**src/rtl/regbank_bist_if.sv**
```systemverilog
// regbank_bist_if
// Bus between the register-bank BIST initiator and the 32x32 register bank.
//   master (BIST side): drives wr, dr, wrData, sr1, sr2; reads rdData1, rdData2
//   slave  (bank side): the reverse
// Signals:
//   wr       write enable
//   dr       write address
//   wrData   write data
//   sr1/sr2  read addresses for the two read ports
//   rdData1  read data for sr1 (combinational from the bank)
//   rdData2  read data for sr2 (combinational from the bank)
interface regbank_bist_if;
  logic        wr;
  logic [4:0]  dr;
  logic [31:0] wrData;
  logic [4:0]  sr1;
  logic [4:0]  sr2;
  logic [31:0] rdData1;
  logic [31:0] rdData2;

  modport master (
    output wr, dr, wrData, sr1, sr2,
    input  rdData1, rdData2
  );

  modport slave (
    input  wr, dr, wrData, sr1, sr2,
    output rdData1, rdData2
  );
endinterface

```
**src/rtl/regbank_bist.sv**
```systemverilog
// regbank_bist
// Built-in self-test initiator for the 32x32 dual-read/single-write register
// bank. On start it writes k*STEP into register k for all 32 registers, then
// reads them back two per cycle and reports the error count and the address
// of the first mismatching word.
//
// Optional feature (macro REGBANK_BIST_INV_PASS_EN): after the normal pass a
// second write/check pass runs with the inverted pattern, accumulating into
// the same error count and first-fail address.
//
// Parameters:
//   STEP      pattern increment, register k holds k*STEP (32-bit truncated)
//   CHECK_R0  0 = ignore mismatches at address 0 (hardwired-zero r0 banks)
// Ports:
//   clk        rising-edge clock
//   rst        asynchronous active-high reset
//   start      single-cycle request to begin a test (ignored while busy)
//   bus        master side of the bank bus (write port, two read ports)
//   busy       test in progress; the bank ports are owned while high
//   done       test finished; held until the next accepted start or reset
//   pass       done with zero errors
//   err_count  mismatching words, saturating at 127
//   fail_addr  address of the first mismatch, 0 if none
module regbank_bist #(
  parameter logic [31:0] STEP     = 32'd10,
  parameter bit          CHECK_R0 = 1'b1
) (
  input  logic                  clk,
  input  logic                  rst,
  input  logic                  start,
  regbank_bist_if.master        bus,
  output logic                  busy,
  output logic                  done,
  output logic                  pass,
  output logic [6:0]            err_count,
  output logic [4:0]            fail_addr
);

  typedef enum logic [2:0] {
    IDLE,
    WRITE,
    CHECK,
    DONE
`ifdef REGBANK_BIST_INV_PASS_EN
    ,
    WRITE_INV,
    CHECK_INV
`endif
  } state_t;

  state_t      state;
  logic [4:0]  k;

  logic        wrReg;
  logic [4:0]  drReg;
  logic [31:0] wrDataReg;
  logic [4:0]  sr1Reg;
  logic [4:0]  sr2Reg;

  logic        writing;
  logic        checking;
  logic        invPhase;
  logic [31:0] invMask;
  logic [4:0]  kNext;
  logic [31:0] expected1;
  logic [31:0] expected2;
  logic        miss1;
  logic        miss2;
  logic [7:0]  errSum;
  logic [6:0]  errNext;

  function automatic logic [31:0] pattern(input logic [4:0] idx);
    return {27'd0, idx} * STEP;
  endfunction

  assign bus.wr     = wrReg;
  assign bus.dr     = drReg;
  assign bus.wrData = wrDataReg;
  assign bus.sr1    = sr1Reg;
  assign bus.sr2    = sr2Reg;

  // Phase decode plus the compare datapath. The read data is combinational
  // from the bank, so the words addressed by sr1/sr2 this cycle are compared
  // against the pattern of k and k+1 on the coming edge. Address 0 only ever
  // appears on read port 1, so the r0 mask is needed there alone. The error
  // sum is one bit wider than the counter so saturation can be detected.
  always_comb begin
    writing  = (state == WRITE);
    checking = (state == CHECK);
    invPhase = 1'b0;
`ifdef REGBANK_BIST_INV_PASS_EN
    writing  = writing  || (state == WRITE_INV);
    checking = checking || (state == CHECK_INV);
    invPhase = (state == WRITE_INV) || (state == CHECK_INV);
`endif
    invMask   = {32{invPhase}};
    kNext     = k + 5'd1;
    expected1 = pattern(k) ^ invMask;
    expected2 = pattern(kNext) ^ invMask;
    miss1     = checking && (bus.rdData1 != expected1) && (CHECK_R0 || (k != 5'd0));
    miss2     = checking && (bus.rdData2 != expected2);
    errSum    = {1'b0, err_count} + {7'd0, miss1} + {7'd0, miss2};
    errNext   = errSum[7] ? 7'd127 : errSum[6:0];
  end

  // Test sequencer. Every bank-facing output is registered here so the bank
  // sees clean addresses a full cycle before each write or compare edge.
  // Leaving a write phase preloads sr1/sr2 with the first pair so the check
  // phase can compare on its very first edge. fail_addr only latches while
  // the count is still zero, i.e. on the first failing edge of the run, and
  // port 1 (the lower address) takes priority on that edge.
  always_ff @(posedge clk or posedge rst) begin
    if (rst) begin
      state     <= IDLE;
      k         <= 5'd0;
      wrReg     <= 1'b0;
      drReg     <= 5'd0;
      wrDataReg <= 32'd0;
      sr1Reg    <= 5'd0;
      sr2Reg    <= 5'd0;
      busy      <= 1'b0;
      done      <= 1'b0;
      pass      <= 1'b0;
      err_count <= 7'd0;
      fail_addr <= 5'd0;
    end else if ((state == IDLE) || (state == DONE)) begin
      if (start) begin
        state     <= WRITE;
        k         <= 5'd0;
        busy      <= 1'b1;
        done      <= 1'b0;
        pass      <= 1'b0;
        err_count <= 7'd0;
        fail_addr <= 5'd0;
        wrReg     <= 1'b1;
        drReg     <= 5'd0;
        wrDataReg <= pattern(5'd0);
      end
    end else if (writing) begin
      if (k == 5'd31) begin
        state  <= CHECK;
`ifdef REGBANK_BIST_INV_PASS_EN
        if (state == WRITE_INV) begin
          state <= CHECK_INV;
        end
`endif
        k      <= 5'd0;
        wrReg  <= 1'b0;
        sr1Reg <= 5'd0;
        sr2Reg <= 5'd1;
      end else begin
        k         <= kNext;
        drReg     <= kNext;
        wrDataReg <= pattern(kNext) ^ invMask;
      end
    end else if (checking) begin
      err_count <= errNext;
      if ((err_count == 7'd0) && (miss1 || miss2)) begin
        fail_addr <= miss1 ? k : kNext;
      end
      if (k == 5'd30) begin
        state <= DONE;
        busy  <= 1'b0;
        done  <= 1'b1;
        pass  <= (errNext == 7'd0);
`ifdef REGBANK_BIST_INV_PASS_EN
        if (state == CHECK) begin
          state     <= WRITE_INV;
          busy      <= 1'b1;
          done      <= 1'b0;
          pass      <= 1'b0;
          k         <= 5'd0;
          wrReg     <= 1'b1;
          drReg     <= 5'd0;
          wrDataReg <= ~pattern(5'd0);
        end
`endif
      end else begin
        k      <= k + 5'd2;
        sr1Reg <= k + 5'd2;
        sr2Reg <= k + 5'd3;
      end
    end else begin
      state <= IDLE;
    end
  end

endmodule

```
**src/flat_wrapper.sv**
```systemverilog
// flat-port wrapper written by rule: the top's interface ports become plain ports
module regbank_bist_flat 
#(
  parameter logic [31:0] STEP     = 32'd10,
  parameter bit          CHECK_R0 = 1'b1
)
  (clk, rst, start, busy, done, pass, err_count, fail_addr, bus_wr, bus_dr, bus_wrData, bus_sr1, bus_sr2, bus_rdData1, bus_rdData2);
  regbank_bist_if bus_i ();
  input  logic clk;
  input  logic rst;
  input  logic start;
  output logic busy;
  output logic done;
  output logic pass;
  output logic [6:0] err_count;
  output logic [4:0] fail_addr;
  output wire logic [$bits(bus_i.wr)-1:0] bus_wr;
  output wire logic [$bits(bus_i.dr)-1:0] bus_dr;
  output wire logic [$bits(bus_i.wrData)-1:0] bus_wrData;
  output wire logic [$bits(bus_i.sr1)-1:0] bus_sr1;
  output wire logic [$bits(bus_i.sr2)-1:0] bus_sr2;
  input wire logic [$bits(bus_i.rdData1)-1:0] bus_rdData1;
  input wire logic [$bits(bus_i.rdData2)-1:0] bus_rdData2;
  assign bus_wr = bus_i.wr;
  assign bus_dr = bus_i.dr;
  assign bus_wrData = bus_i.wrData;
  assign bus_sr1 = bus_i.sr1;
  assign bus_sr2 = bus_i.sr2;
  assign bus_i.rdData1 = bus_rdData1;
  assign bus_i.rdData2 = bus_rdData2;
  regbank_bist #(.STEP(STEP), .CHECK_R0(CHECK_R0)) u_core (.clk(clk), .rst(rst), .start(start), .bus(bus_i), .busy(busy), .done(done), .pass(pass), .err_count(err_count), .fail_addr(fail_addr));
endmodule
```
**config.mk**
```make
export PLATFORM = sky130hd
export DESIGN_NAME = regbank_bist_flat
export DESIGN_NICKNAME = d
export VERILOG_FILES = /design/src/rtl/regbank_bist_if.sv /design/src/rtl/regbank_bist.sv /design/src/flat_wrapper.sv
export SDC_FILE = /design/constraint.sdc
export NUM_CORES = 1
export LEC_CHECK = 0
export ABC_AREA = 1
export BUFFER_PORTS_ARGS = -buffer_cell sky130_fd_sc_hd__buf_4
export CAP_MARGIN = 20
export CELL_PAD_IN_SITES_DETAIL_PLACEMENT = 1
export CELL_PAD_IN_SITES_GLOBAL_PLACEMENT = 2
export CORE_MARGIN = 2
export CORE_UTILIZATION = 26
export CTS_CLUSTER_DIAMETER = 50
export CTS_CLUSTER_SIZE = 12
export DETAILED_ROUTE_END_ITERATION = 12
export PLACE_DENSITY_LB_ADDON = 0.08
export REMOVE_ABC_BUFFERS = 1
export SETUP_SLACK_MARGIN = 0.5
export SLEW_MARGIN = 20
export SYNTH_ARGS = -nofsm -noshare
export SYNTH_HDL_FRONTEND = slang
export SYNTH_SLANG_ARGS = --single-unit
```
**constraint.sdc**
```tcl
create_clock -name clk -period 5.47 [get_ports clk]
set_input_delay 1.094 -clock clk [delete_from_list [all_inputs] [get_ports clk]]
set_output_delay 1.094 -clock clk [all_outputs]
set_load 0.005 [all_outputs]
```
[Word level (Yosys, flattened, before mapping)]
Cells that the tools add are included.
Storage, ports and cells
  register bits after elaboration: 71
  input bits: 67
  output and inout bits: 63
  word-level logic and storage cells: 110
Operators by class
  add/sub/neg operators: 5
  multiply operators: 2
  eq/ne operators: 15
  mux-type cells: 52
  bitwise logic cells: 1
  reductions and logical operators: 23
Operator list (number)
  32-bit 2-to-1 mux: 4
  5-bit 2-to-1 mux: 20
  32-bit by 9-bit inequality test with 1-bit output: 2
  7-bit 2-to-1 mux: 5
  3-bit 2-to-1 mux: 6
  1-bit 2-to-1 mux: 17
  5-bit by 3-bit multiplier with 8-bit output (second input constant): 2
  3-bit AND reduction: 5
  7-bit zero test: 2
  4-bit AND reduction: 3
  2-bit nonzero test: 6
  5-bit by 2-bit adder with 5-bit output (second input constant): 2
  5-bit equality test (second input constant): 2
  7-bit by 1-bit adder with 8-bit output: 1
  8-bit by 1-bit adder with 8-bit output: 1
  3-bit by 2-bit equality test with 1-bit output (second input constant): 2
  2-bit inequality test (second input constant): 3
  5-bit by 1-bit adder with 5-bit output (second input constant): 1
  2-bit by 1-bit inequality test with 1-bit output (second input constant): 2
  4-bit by 3-bit inequality test with 1-bit output (second input constant): 1
  3-bit by 1-bit equality test with 1-bit output (second input constant): 1
  1-bit logical AND: 3
  3-bit zero test: 1
  3-bit by 1-bit inequality test with 1-bit output (second input constant): 1
  4 further kinds: 5

[Depth between registers and ports, before layout]
Gate-level depths: netlist (run 1).
  depth after elaboration: 11
  mapped depth: 28

[Worst setup path after synthesis (run 1)]
OpenSTA, ideal clock, no wires.
  path type: reg2reg
  start point: register u_core.k[1]
  end point: register u_core.pass
  library setup time: 0.065 ns
  data arrival time: 3.758 ns
  required time: 5.405 ns
  slack: 1.647 ns
  stages on the path, launching flop included: 24
  path buffers: 0
  period minus slack after synthesis: 3.823 ns
  path through: dfrtp_1 > ha_1 > xnor2_1 > a21oi_1 > ha_1 > ha_1 > inv_1 > fa_1 > nand2_1 > nand2_1 > nor2_1 > nand3_1 > nor2_1 > nand3_1 > nand2_1 > inv_1 > fa_1 > ha_1 > xor2_1 > nor3_1 > nand3_1 > nor3_1 > nand3_1 > nand2_1
Between the ends
  longest elaborated chain between the ends: 11
RTL lines
  start: declaration: RTL line regbank_bist.sv:52  | logic [4:0] k;
  start signal: assignment: RTL line regbank_bist.sv:152  | k <= kNext;
  start signal: assignment: RTL line regbank_bist.sv:179  | k <= k + 5'd2;
  5-bit by 3-bit multiplier with 8-bit output / 5-bit by 1-bit adder with 5-bit output (equally long branches): RTL line regbank_bist.sv:73, regbank_bist.sv:97
  32-bit by 9-bit inequality test with 1-bit output / 5-bit by 3-bit multiplier with 8-bit output (equally long branches): RTL line regbank_bist.sv:100, regbank_bist.sv:73
  1-bit logical AND / 32-bit by 9-bit inequality test with 1-bit output (equally long branches): RTL line regbank_bist.sv:100, regbank_bist.sv:101
  7-bit by 1-bit adder with 8-bit output / 1-bit logical AND (equally long branches): RTL line regbank_bist.sv:102, regbank_bist.sv:101
  8-bit by 1-bit adder with 8-bit output: RTL line regbank_bist.sv:102  | errSum = {1'b0, err_count} + {7'd0, miss1} + {7'd0, miss2};
  7-bit 2-to-1 mux: RTL line regbank_bist.sv:103  | errNext = errSum[7] ? 7'd127 : errSum[6:0];
  7-bit zero test: RTL line regbank_bist.sv:165  | pass <= (errNext == 7'd0);
  1-bit 2-to-1 mux: RTL line regbank_bist.sv:161  | if (k == 5'd30) begin
  1-bit 2-to-1 mux: RTL line regbank_bist.sv:156  | end else if (checking) begin
  1-bit 2-to-1 mux: RTL line regbank_bist.sv:139  | end else if (writing) begin
  1-bit 2-to-1 mux: RTL line regbank_bist.sv:126  | end else if ((state == IDLE) || (state == DONE)) begin
  end signal: assignment: RTL line regbank_bist.sv:165
  end: declaration: RTL line regbank_bist.sv:34  | output logic pass,
Parallel ways exist; a longest one is shown, timed or not. The select of a mux whose other input is x is not followed.
A chain may end at the register's enable or synchronous reset.

[Final worst setup path (run 1)]
  start point: register u_core.k[0]
  end point: register u_core.pass
Same word-level chain as after synthesis.

==> run_results.csv, run 1 <==
group,metric,value,unit
global_route,grt_pass1_wl,16.5,mm
die,initial_utilization,26.4,%
clock_tree,cts.sinks,44,
power_and_ir_drop,power.share.clock,20.0,%
setup_path,worstSetupEndpointType,"register",
power_and_ir_drop,sw_frac_of_total,42.1,%
final_layout,antenna_cells,0,
synthesis,synth_seq_area_share,33.2,%
synthesis,synth-seq-cells,44,
global_route,grt.overflow.total,0,
power_and_ir_drop,cellPowerDensity,396,mW/mm^2
sta,clock_skew,0.00566,ns
clock_tree,clk_pin_slew,0.06,ns
die,core-area,0.0126,mm^2
setup_path,cp_max_fo,11,
setup_path,cp_slowest_cell,"dfrtp_1",
sta,grt_setup_unrepaired,"false",
clock_tree,cts_tree,"done",
clock_tree,cts_resized,0,
sta,slew_headroom,56.8,%
drt,ant_nets,0,
synthesis,synthArstFlopShare,100,%
synthesis,synth-edff-count,0,
final_layout,multi_input_area,0.00185,mm^2
drt,vias_per_cell,4.40,
synthesis,synthCells,469,
power_and_ir_drop,p_comb_share,52.1,%
die,die-width,117,um
clock_tree,clkLatencyLatePin,0.29,ns
die,rows,41,
drt,drt_iter0_markers,96,
drt,wl_per_cell,13.5,um
placement,place_congestion,0.868,
sta,slew_viol_final,0,
setup_path,worstPathArrival,4.66,ns
global_route,antenna_found_initial,0,
setup_path,crit_family,"adder cells",
global_route,grt_pass1_vias,3357,
setup_path,cp_num_buf_inv,5,
synthesis,synth_cell_types,32,
clock_tree,post_cts_buffers,0,
setup_path,crit_required,5.70,ns
synthesis,yosysTopAreaCellShare,33.2,%
final_layout,design_area,0.00436,mm^2
sta,setup_tns,0,ns
setup_path,cp_common_cell,"inv_1",
die,dieArea,0.0137,mm^2
die,die_y,117,um
synthesis,yosysTopAreaCell,"dfrtp_1",
run_status,outcome,"complete, no violations",
die,ioPinCount,130,
synthesis,yosys_warnings,0,
power_and_ir_drop,switching_power,0.725,mW
drt,dr.pass1.iters,4,
synthesis,syn_area,0.00332,mm^2
final_layout,flow.area_growth_from_synthesis,31.2,%
power_and_ir_drop,p_leak,2.38,nW
min_path,hp-class,"reg2reg",
synthesis,avgSynthCellArea,7.08,um^2
sta,fin_crit,4.42,ns
power_and_ir_drop,p_seq_share,27.9,%
setup_path,start_kind,"register",
drt,drc,0,
placement,hpwl,8.09,mm
clock_tree,cts_hold_buf,0,
job,maxCapViolCount,0,
final_layout,final-seq-area,0.00110,mm^2
final_layout,final_common_cell,"nand2_1",
final_layout,nets,664,
sta,hold_violations,0,
setup_path,max_stage_delay,0.61,ns
drt,vias,3279,
power_and_ir_drop,ir_drop,0.222,mV
synthesis,synth_area_leaders,"dfrtp_1 (33%), nand2_1 (12%), ha_1 (8.3%)",
clock_tree,numCtsBuffers,5,
sta,setup_violations,0,
final_layout,final_cell_mix,"nand2_1 (109), buf_4 (106), nor2_1 (66)",
placement,dpl-instance-area,0.00419,mm^2
clock_tree,root_buffer,"clkbuf_16",
setup_path,worstSetupPathType,"reg2reg",
power_and_ir_drop,intPower,0.999,mW
sta,max_freq,226,MHz
synthesis,synthFlopType,"dfrtp_1",
clock_tree,htreeDepth,2,
drt,drt_wl_total,10.1,mm
clock_tree,cts_buffer_depth,2,
placement,portBuffers,105,
global_route,grt_max_degree,45,
final_layout,fill_cells,1601,
sta,worst_pin_slew,0.647,ns
global_route,gr-usage-all-layers,15.5,%
final_layout,drive_gt1_share,22.9,%
sta,finalCritPeriodShare,80.9,%
[power groups by stage]
| stage | clock network, mW | logic (mW) | registers, mW |
|---|---|---|---|
| floorplan | 0 | 0.600 | 0.473 |
| global placement | 0 | 0.895 | 0.485 |
| detailed placement | 0 | 0.910 | 0.489 |
| CTS | 0.356 | 0.917 | 0.484 |
| global route | 0.366 | 1.06 | 0.497 |
| finish | 0.345 | 0.898 | 0.482 |
[synthesized netlist by cell type (4+ instances only)]
library cell	number
o21ai_0	28
o22ai_1	6
buf_4	26
nand2_1	109
inv_2	7
dfrtp_1	44
inv_1	54
o21ai_1	4
nand3_1	44
nor3_1	4
a21oi_1	10
nor2_1	66
xor2_1	13
ha_1	22
[through the flow]
stage	utilization, %	cells	power [mW]	hold WS, ns	worst slack [ns]
after floorplan	-	459	1.07	0.464	1.61
after global placement	33.4	737	1.38	0.461	1.17
after detailed placement	33.4	737	1.40	0.468	1.04
after CTS	34.7	745	1.76	0.485	0.946
after global routing	34.7	745	1.92	0.511	0.541
final	34.7	745	1.72	0.475	1.05
[worst paths after layout]
kind                                startpoint                   to  slack (ns)  depth (start not counted)
min reg2reg                u_core.fail_addr[4]  u_core.fail_addr[4]        0.48                          2
min                        u_core.fail_addr[4]  u_core.fail_addr[4]        0.48                          2
min in group asynchronous                  rst  u_core.fail_addr[4]        0.97                          3
max reg2reg                        u_core.k[0]          u_core.pass        1.05                         25
max in group asynchronous                  rst     u_core.bus.dr[4]        4.10                          3
max                                u_core.k[0]          u_core.pass        1.05                         25
[cell families (layout without fill, tap and decap cells)]
family / count (synthesis) / count (layout) / share of synthesized area [%]
flops: 44 / 44 / 33.2
other cells: 1 / 24 / 0.113
xor+xnor: 16 / 16 / 4.22
simple gates: 237 / 237 / 30.3
compound gates: 52 / 52 / 8.40
fa+ha+maj: 25 / 25 / 10.1
buf+inv: 94 / 175 / 13.7
[flip-flops by register name (all words and copies together) (netlist names), 2 cells and up]
name / count
u_core.k: 5
u_core.bus.wrData: 6
u_core.err_count: 7
u_core.bus.dr: 5
u_core.bus.sr1: 5
u_core.state: 2
u_core.fail_addr: 5
u_core.bus.sr2: 5
[worst reg2reg max path: stages, from the launching register on]
cell and delay (ns):
dfrtp_1 0.61, ha_1 0.25, inv_1 0.06, nor2_1 0.15
ha_1 0.28, inv_1 0.13, xor2_1 0.21, inv_1 0.09
fa_1 0.60, inv_1 0.05, nand2_1 0.05, nand2_1 0.05
nor2_1 0.08, nand3_1 0.08, nor2_1 0.08, nand3_1 0.09
nand2_1 0.10, inv_1 0.06, fa_1 0.40, ha_1 0.23
xor2_1 0.16, nor3_1 0.15, nand3_1 0.09, nor3_1 0.16
nand3_1 0.10, nand2_1 0.06
[routing by layer]
layer | track usage (%) | vias to the layer above | wire [um]
li1 | - | 1642 | -
met1 | 20.5 | 1550 | 4670
met2 | 26.5 | 76 | 4790
met3 | 2.73 | 11 | 473
met4 | 3.61 | 0 | 137
met5 | 0 | - | 0
[area by class of cell]
type                    instances  share of cell area (%)
clock buffers                   6                    2.96
clock inverters                 2                   0.804
inverters                      61                    5.26
multi-input cells             354                    42.5
flip-flops and latches         44                    25.3
well taps                     172                    4.94
repair buffers                106                    18.3
Note: power is estimated with default switching activity, not from simulation.
==> inputs of run 2 (changes only) <==
==> constraint.sdc (replaced) <==
create_clock -name clk -period 4.5 [get_ports clk]
set_input_delay 0.9 -clock clk [delete_from_list [all_inputs] [get_ports clk]]
set_output_delay 0.9 -clock clk [all_outputs]
set_load 0.005 [all_outputs]
==> run 2 against run 1 <==
  * Clock-buffer cell count is 1 higher
  * Largest cell class unchanged
  * Total power is 35% higher
  * Clock power is 32% higher
  * Highest routed layer unchanged
  * First-iteration DRC count is 14% lower
  * Final cell count is 2.1% higher
  * Maximum frequency is 16% higher
  * Combinational power is 44% higher
  * Hold slack better by 0.0028 ns
  * Wire length is 3.1% higher
  * Sequential power is 20% higher
  * Critical path depth is 1 lower
  * Design area is 6.6% higher
  * Largest power group unchanged
==> run_results.csv, run 2 (synthesis results as in run 1) <==
group,metric,value,unit
power_and_ir_drop,cellPowerDensity,502,mW/mm^2
final_layout,largest-register,"u_core.err_count",
global_route,grt_pass1_vias,3381,
clock_tree,clkLatencyLatePin,0.30,ns
placement,hpwl,8.18,mm
sta,worst_pin_slew,0.681,ns
placement,place_congestion,0.798,
min_path,hp-class,"reg2reg",
sta,grt_setup_unrepaired,"true",
setup_path,cp_num_buf_inv,5,
min_path,worstHoldPathCells,2,
setup_path,worstSetupPathType,"reg2reg",
die,dieArea,0.0137,mm^2
sta,hold_violations,0,
global_route,antenna_found_initial,0,
drt,wl_per_cell,13.6,um
setup_path,cp_common_cell,"nand3_1",
final_layout,fill_cells,1613,
sta,setup_tns,0,ns
setup_path,crit_family,"adder cells",
min_path,min_to,"u_core.bus.sr1[0]",
global_route,grt_max_degree,45,
setup_path,regToRegEndpoint,"u_core.pass",
power_and_ir_drop,sw_frac_of_total,41.4,%
drt,drt_wl_total,10.4,mm
clock_tree,clk_pin_slew,0.06,ns
setup_path,timing.rr.start,"u_core.k[1]",
drt,drt_iter0_markers,83,
die,rows,41,
global_route,grt_pass1_wl,16.8,mm
power_and_ir_drop,p_seq_share,24.9,%
sta,setup_violations,0,
setup_path,cp.depth,24,
setup_path,r2r_cells,24,
sta,slew_headroom,54.5,%
sta,slew_viol_final,0,
final_layout,final_cell_mix,"buf_4 (122), nand2_1 (107), nor2_1 (64)",
clock_tree,numCtsBuffers,5,
sta,finalCritPeriodShare,85.1,%
global_route,gr-usage-all-layers,15.8,%
sta,timing.hold.ws,0.478,ns
setup_path,start_kind,"register",
final_layout,drive_gt1_share,30.4,%
clock_tree,cts_buffer_depth,2,
setup_path,crit_required,4.73,ns
clock_tree,cts_tree,"done",
final_layout,antenna_cells,0,
power_and_ir_drop,intPower,1.37,mW
drt,vias_per_cell,4.35,
clock_tree,root_buffer,"clkbuf_16",
power_and_ir_drop,switching_power,0.964,mW
sta,layout_setup_ws,0.671,ns
die,die_y,117,um
run_status,outcome,"complete, no violations",
power_and_ir_drop,ir_drop,0.287,mV
power_and_ir_drop,power.share.clock,19.6,%
drt,ant_nets,0,
drt,vias,3309,
final_layout,final_common_cell,"buf_4",
setup_path,worstSetupEndpointType,"register",
die,core-area,0.0126,mm^2
die,ioPinCount,130,
placement,place_ws,0.222,ns
power_and_ir_drop,p_leak,2.47,nW
final_layout,largest_reg_flops,7,
final_layout,flow.area_growth_from_synthesis,39.9,%
clock_tree,htreeDepth,2,
sta,clock_skew,0.00817,ns
setup_path,path_cells,"buf_4 -> inv_4 -> ha_4 -> ha_1 -> ha_2 -> inv_2 -> fa_2 -> inv_2 -> nand2_1 -> nand2_1 -> nor2_1 -> nand3_1 -> nor2_1 -> nand3_1 -> nand2_2 -> inv_2 -> fa_2 -> ha_4 -> xor2_2 -> nor3_2 -> nand3_1 -> nor3_1 -> nand3_1 -> nand2_1",
setup_path,cp_slowest_cell,"fa_2",
final_layout,final_core_util,37.0,%
clock_tree,cts_hold_buf,0,
power_and_ir_drop,p_comb_share,55.5,%
job,maxCapViolCount,0,
setup_path,worstPathArrival,4.06,ns
drt,drc,0,
global_route,grt.overflow.total,0,
drt,dr.pass1.iters,4,
placement,placed_cells,742,
die,die-width,117,um
die,initial_utilization,26.4,%
sta,fin_crit,3.83,ns
min_path,hold_start,"u_core.bus.sr1[0]",
setup_path,cp_max_fo,5,
final_layout,nets,680,
setup_path,max_stage_delay,0.56,ns
clock_tree,cts.sinks,44,
placement,portBuffers,105,
setup_path,r2r_slack,0.67,ns
sta,max_freq,261,MHz
final_layout,stdcell_count,761,
[run 2: cell types whose count changed in the layout (fill, tap and decap cells not counted), sizes merged]
| cell | change |
|---|---|
| buf | +16 |
| clkbuf | +1 |
| clkinv | -1 |
[run 2: cell type report]
| class | count | area, um^2 | share of cell area [%] |
|---|---|---|---|
| Sequential cell | 44 | 1100 | 23.8 |
| Clock inverter | 1 | 30.0 | 0.646 |
| Timing Repair Buffer | 122 | 916 | 19.7 |
| Inverter | 61 | 234 | 5.04 |
| Clock buffer | 7 | 153 | 3.29 |
| Tap cell | 172 | 215 | 4.63 |
| Multi-Input combinational cell | 354 | 1990 | 42.9 |
[run 2: repair_timing]
action                                  in CTS  in global routing
gates resized for setup                     23                 18
endpoints found under the setup margin       7                  8
pin swaps                                    4                  3
buffers inserted                             6                  5
[run 2: routing by layer]
| metal | up-vias | GRT usage, % | routed length (um) |
|---|---|---|---|
| met5 | - | 0 | 0 |
| met4 | 0 | 3.29 | 93 |
| met3 | 7 | 2.73 | 423 |
| met2 | 65 | 27.1 | 4960 |
| met1 | 1569 | 20.9 | 4900 |
| li1 | 1668 | - | - |
[run 2: per-stage QoR]
stage | instance area [um^2] | total power [mW]
CTS | 4530 | 2.28
finish | 4650 | 2.33
global route | 4650 | 2.57
floorplan | 3180 | 1.30
global placement | 4230 | 1.70
detailed placement | 4230 | 1.72
[run 2: worst max-delay path by stage]
stage,from,endpoint,slack (ns)
5_1_grt,u_core.k[0],u_core.pass,0.37
2_1_floorplan,u_core.k[0],u_core.pass,0.64
3_3_place_gp,u_core.k[3],u_core.pass,0.39
3_5_place_dp,u_core.k[3],u_core.err_count[6],0.22
6_report,u_core.k[1],u_core.pass,0.67
4_1_cts,u_core.k[1],u_core.pass,0.50
[run 2: worst reg2reg max path, cell delays in order (launching register included)]
cell and delay [ns]:
dfrtp_2 0.44, buf_4 0.15, inv_4 0.07, ha_4 0.23
ha_1 0.29, ha_2 0.19, inv_2 0.04, fa_2 0.56
inv_2 0.03, nand2_1 0.05, nand2_1 0.04, nor2_1 0.08
nand3_1 0.09, nor2_1 0.09, nand3_1 0.10, nand2_2 0.09
inv_2 0.04, fa_2 0.36, ha_4 0.19, xor2_2 0.15
nor3_2 0.12, nand3_1 0.08, nor3_1 0.14, nand3_1 0.10
nand2_1 0.07
[run 2: power groups by stage]
stage / logic, mW / clock network (mW) / registers (mW)
floorplan: 0.729 / 0 / 0.575
global placement: 1.12 / 0 / 0.575
detailed placement: 1.14 / 0 / 0.579
CTS: 1.23 / 0.470 / 0.577
global route: 1.49 / 0.481 / 0.597
finish: 1.29 / 0.456 / 0.580
